[config.mk]
export PLATFORM = sky130hd
export DESIGN_NAME = uart_rxd
export DESIGN_NICKNAME = d
export VERILOG_FILES = /design/src/rtl/uart_rxd_pkg.sv /design/src/rtl/rx_sync.sv /design/src/rtl/uart_rxd.sv
export SDC_FILE = /design/constraint.sdc
export NUM_CORES = 1
export LEC_CHECK = 0
export CAP_MARGIN = 0
export CELL_PAD_IN_SITES_DETAIL_PLACEMENT = 1
export CELL_PAD_IN_SITES_GLOBAL_PLACEMENT = 1
export CORE_MARGIN = 4
export CORE_UTILIZATION = 46
export DETAILED_ROUTE_END_ITERATION = 16
export PLACE_DENSITY_LB_ADDON = 0.1
export REMOVE_ABC_BUFFERS = 1
export SYNTH_ARGS = -nofsm -noshare
export SYNTH_HDL_FRONTEND = slang
export SYNTH_SLANG_ARGS = --single-unit
[constraint.sdc]
create_clock -name clk -period 2.8 [get_ports clk]
set_input_delay 0.7 -clock clk [delete_from_list [all_inputs] [get_ports clk]]
set_output_delay 0.7 -clock clk [all_outputs]
set_load 0.03 [all_outputs]
[src/rtl/uart_rxd_pkg.sv]
// uart_rxd_pkg: UART receiver state encoding and default bit period
package uart_rxd_pkg;
   localparam int CLK_DIV_DEF = 208;
   typedef enum logic [2:0] {IDLE, START, DATA, STOP, BREAK} rx_state_t;
endpackage

[src/rtl/rx_sync.sv]
// rx_sync: two-flop synchronizer with falling-edge detect on the synchronized line
module rx_sync (
   input  logic clk,
   input  logic reset_n,
   input  logic d,
   output logic q,
   output logic fall
);
   logic s1, s2, prev;
   // shift the raw line through two flops, keep one more copy for edge detect
   always_ff @(posedge clk or negedge reset_n)
      if (!reset_n) {s1, s2, prev} <= 3'b111;
      else {s1, s2, prev} <= {d, s1, s2};
   assign q = s2;
   assign fall = prev & ~s2;
endmodule

[src/rtl/uart_rxd.sv]
// uart_rxd: 8N1 UART receiver with ready/overrun/framing flags and break handling
module uart_rxd
   import uart_rxd_pkg::*;
#(
   parameter int CLK_DIV = CLK_DIV_DEF
) (
   input  logic       clk,
   input  logic       reset_n,
   input  logic       rxd,
   input  logic       rd,
   output logic [7:0] data,
   output logic       ready,
   output logic       overrun,
   output logic       ferr,
   output logic       busy
);
   localparam logic [11:0] HALF_M1 = 12'(CLK_DIV / 2 - 1);
   localparam logic [11:0] DIV_M1 = 12'(CLK_DIV - 1);
   rx_state_t state, nxt;
   logic rxs, fall, go, smp, ok, bad, armed;
   logic [1:0] warm;
   logic [11:0] cnt;
   logic [2:0] idx;
   logic [7:0] shift;
   rx_sync u_sync (
      .clk(clk),
      .reset_n(reset_n),
      .d(rxd),
      .q(rxs),
      .fall(fall)
   );
   assign go = fall & armed;
   assign smp = cnt == 12'd0;
   assign busy = state != IDLE;
   // a start edge only counts once the real line (not the synchronizer reset value) has been seen high
   always_ff @(posedge clk or negedge reset_n)
      if (!reset_n) begin
         warm <= 2'b00;
         armed <= 1'b0;
      end else begin
         warm <= {warm[0], 1'b1};
         armed <= armed | (warm[1] & rxs);
      end
   // state register
   always_ff @(posedge clk or negedge reset_n)
      if (!reset_n) state <= IDLE;
      else state <= nxt;
   // next state plus good-byte / framing-error decode at the stop sample
   always_comb begin
      nxt = state;
      ok = 1'b0;
      bad = 1'b0;
      case (state)
         IDLE: nxt = go ? START : IDLE;
         START: nxt = smp ? (rxs ? IDLE : DATA) : START;
         DATA: nxt = (smp && idx == 3'd7) ? STOP : DATA;
         STOP: begin
            nxt = smp ? (rxs ? IDLE : BREAK) : STOP;
            ok = smp & rxs;
            bad = smp & ~rxs;
         end
         BREAK: nxt = rxs ? IDLE : BREAK;
         default: nxt = IDLE;
      endcase
   end
   // bit timing, data shifting and host-visible flags; a completing byte beats a simultaneous read
   always_ff @(posedge clk or negedge reset_n)
      if (!reset_n) begin
         cnt <= 12'd0;
         idx <= 3'd0;
         shift <= 8'h00;
         data <= 8'h00;
         ready <= 1'b0;
         overrun <= 1'b0;
         ferr <= 1'b0;
      end else begin
         cnt <= (state == IDLE) ? (go ? HALF_M1 : 12'd0) : (smp ? DIV_M1 : cnt - 12'd1);
         if (smp) idx <= (state == DATA) ? idx + 3'd1 : 3'd0;
         if (smp && state == DATA) shift <= {rxs, shift[7:1]};
         if (ok) data <= shift;
         ready <= ok | (ready & ~rd);
         overrun <= (overrun | (ok & ready)) & ~rd;
         ferr <= (ferr & ~rd) | bad;
      end
endmodule
==> impl_results.md <==
* Outcome: finished clean
* Area leader, netlist: dfrtp_1
* RePlAce Congestion at 0.703
* DRT iter0 DRCs at 25
* RSZ-0062 raised after global routing: false
* Share of post-route cells with drive strength above 1 at 0.166
* Setup Crit Path Kind: reg -> out
* FF-to-FF Start: cnt[0]
* Post-route ant nets at 0
* Clk pin slew, worst setup/hold paths at 0.08 ns
* Synth top cells by count: dfrtp_1, nor2_1, mux2_4, xnor2_1, mux2_1
* CP Capture Type: primary output
* Adder-cell share of the synthesized area at 0.0207
* Sum of negative setup slack at 0 ns
* Synth Area in XOR/XNOR at 0.0434
* Slowest CP cell: clkdlybuf4s50_1
* Max-Slew Margin vs Limit at 0.384
* Simple-Gate Fraction of Synth Area at 0.117
* Sequential share of the synthesized area at 0.595
* Die area at 5010 sq um
* IO buf count at 15
* Worst Tran Pin Value at 0.925 ns
* CTS sink count at 43
* WL final at 3280 microns
* Mux share of post-synthesis cell area at 0.128
* Flop2flop setup slack at 0.36 ns
* Worst Skew at 0.00649 ns
* Placement row count at 22
* Peak supply drop at 434 uV
* Synth area leaders: dfrtp_1, mux2_4, dfstp_2
* Yosys reg bits at 43
* Largest family of logic cells by synthesized area: multiplexers
* TritonCTS Buffers at 5
* Post-synth EDFFs at 0
* Period Utilization, post-route at 0.888
* Number of cells on the worst reg-to-reg path at 6
* Die width at 70.8 microns
* CTS Buffer Depth at 2
* Vias in the first global route at 1,202
* Setup Viol. Count Final at 0
* Crit-path cells: nor3_1 > buf_4 > inv_1 > clkdlybuf4s50_1
* Placed insts at 197
* Via-to-Cell Ratio at 5.31
* Data arrival, critical path at 1.79 ns
* RR Endpoint: shift[1]
* Peak fanout along the critical path at 7
* Max Fclk at 402 MHz
* Cell area after synthesis at 1810 sq um
* Worst setup path end: busy
* DIE HEIGHT at 70.8 microns
* Vias at 1,088
* Drt drc at 0
* First-pass DRT Iterations at 2
* Area growth from synthesis to layout at 15.7%
* Overall power at 1650 uW
* Worst-Skew Late Latency at 0.29 ns
* Final #Nets at 163
* I/O Pins at 16
* Synth cell types at 36
* Layout Cells excl Fill at 205
* # H-tree levels at 2
* Top-count cell post-synth: dfrtp_1
* CTS Hold Bufs at 0
* Max-cap viol count at 0
* Startpoint Class: flop
* Hpwl dp at 2380 microns
* CTS Root Cell: clkbuf_8
* TritonCTS clock tree: built
* Synth Warn # at 0
* CP peak stage delay at 0.60 ns
* Min cycle time layout at 2.49 ns
* Lkg Pwr at 0.000979 uW
* Main synth FF type: dfrtp_1
* Power per cell area at 785 nW/um^2
* Cells after Synth at 138
* Max Slew Vio Count at 0
* Avg WL per Cell at 16.0 microns
* Post-CTS resize count at 0
* Setup Fix Bufs, Post-CTS at 0
* Async SR Flop Fraction at 1.00
* Final hold vios at 0
* Antenna diodes at 0
* GRT overflow at 0
* Core Footprint at 3740 sq um
* WP data required at 2.10 ns
* Worst Setup SP: state[0]
* Post-synthesis compound-gate area fraction at 0.0621
* Initial antenna violation count at 0
* Global-route wire length before repair at 5870 microns
* Worst hold-check path type: reg -> reg
* Post-synth top area share at 0.552
* Initial core utilization at 0.485
* Largest net degree at the start of global routing at 44
* Synth Area per Inst at 13.1 sq um
* Total track usage at 0.150
==> power by group <==
| part | internal [uW] | switching [uW] | total [uW] |
|---|---|---|---|
| registers | 720 | 98.0 | 818 |
| logic | 170 | 231 | 401 |
| clock network | 224 | 205 | 429 |
==> cells by family after synthesis <==
| group | after synthesis |
|---|---|
| AOI/OAI and AO/OA | 16 |
| xor gates and xnor gates | 9 |
| adders and majority gates | 3 |
| buffers and inverters | 11 |
| DFF | 43 |
| muxes | 18 |
| other | 1 |
| and+or+nand+nor | 37 |
==> worst min-delay path by stage <==
stage	start	depth (start not counted)	slack (ns)	endpoint
after global routing	u_sync.s1	0	0.36	u_sync.q
after detailed placement	warm[0]	0	0.34	warm[1]
final	u_sync.s1	0	0.36	u_sync.q
after global placement	warm[0]	0	0.34	warm[1]
after CTS	u_sync.s1	0	0.36	u_sync.q
after floorplan	warm[0]	0	0.33	warm[1]
==> metrics by stage <==
| stage | area [sq um] | util | worst slack (ns) | hold slack, ns |
|---|---|---|---|---|
| final | 2100 | 0.561 | 0.314 | 0.358 |
| after global routing | 2100 | 0.561 | 0.209 | 0.365 |
| after CTS | 2100 | 0.561 | 0.294 | 0.359 |
| after detailed placement | 2000 | 0.533 | 0.353 | 0.343 |
| after global placement | 2000 | 0.533 | 0.444 | 0.339 |
| after floorplan | 1780 | - | 0.504 | 0.331 |
==> cell usage in the layout, fill, tap and decap left out, drive strengths merged, types with 2 or more instances in the layout <==
cell type      instances
dfrtp                 40
mux2                  17
clkdlybuf4s50         14
nor2                  12
xnor2                  8
clkbuf                 7
nor3                   6
inv                    5
a21oi                  5
or4                    3
nand2                  3
or3                    3
o31ai                  3
ha                     3
dfstp                  3
nor4                   3
buf                    3
a21o                   2
a22o                   2
==> worst max-delay path, delay by kind of cell, from the launching register on <==
family                 cells  cell delay, ns
buffers and inverters      3            0.85
DFF                        1            0.45
and+or+nand+nor            1            0.20
==> state kept, by name, indices dropped and copies added (netlist names) <==
| register | count |
|---|---|
| armed | 1 |
| cnt | 12 |
| data | 8 |
| ferr | 1 |
| idx | 3 |
| overrun | 1 |
| ready | 1 |
| shift | 8 |
| state | 3 |
| u_sync.prev | 1 |
| u_sync.q | 1 |
| u_sync.s1 | 1 |
| warm | 2 |
==> cell type report <==
cell class              count  area [sq um]
fillers                   395          1640
multi-input cells          84           677
clock inverters             1          7.51
repair buffers             17           160
inverters                   5          18.8
flip-flops and latches     43          1080
well taps                  48          60.1
clock buffers               7          96.3
==> layer usage <==
metal  GRT usage  wire length, microns  part of all wire  vias to the layer above
li1            -                     -                 -                      517
met1       0.190                  1550              0.47                      549
met2       0.244                  1580              0.48                       16
met3      0.0384                   105             0.032                        6
met4      0.0626                    51             0.016                        0
met5           0                     0                 0                        -
(Power assumes the default switching activity.)
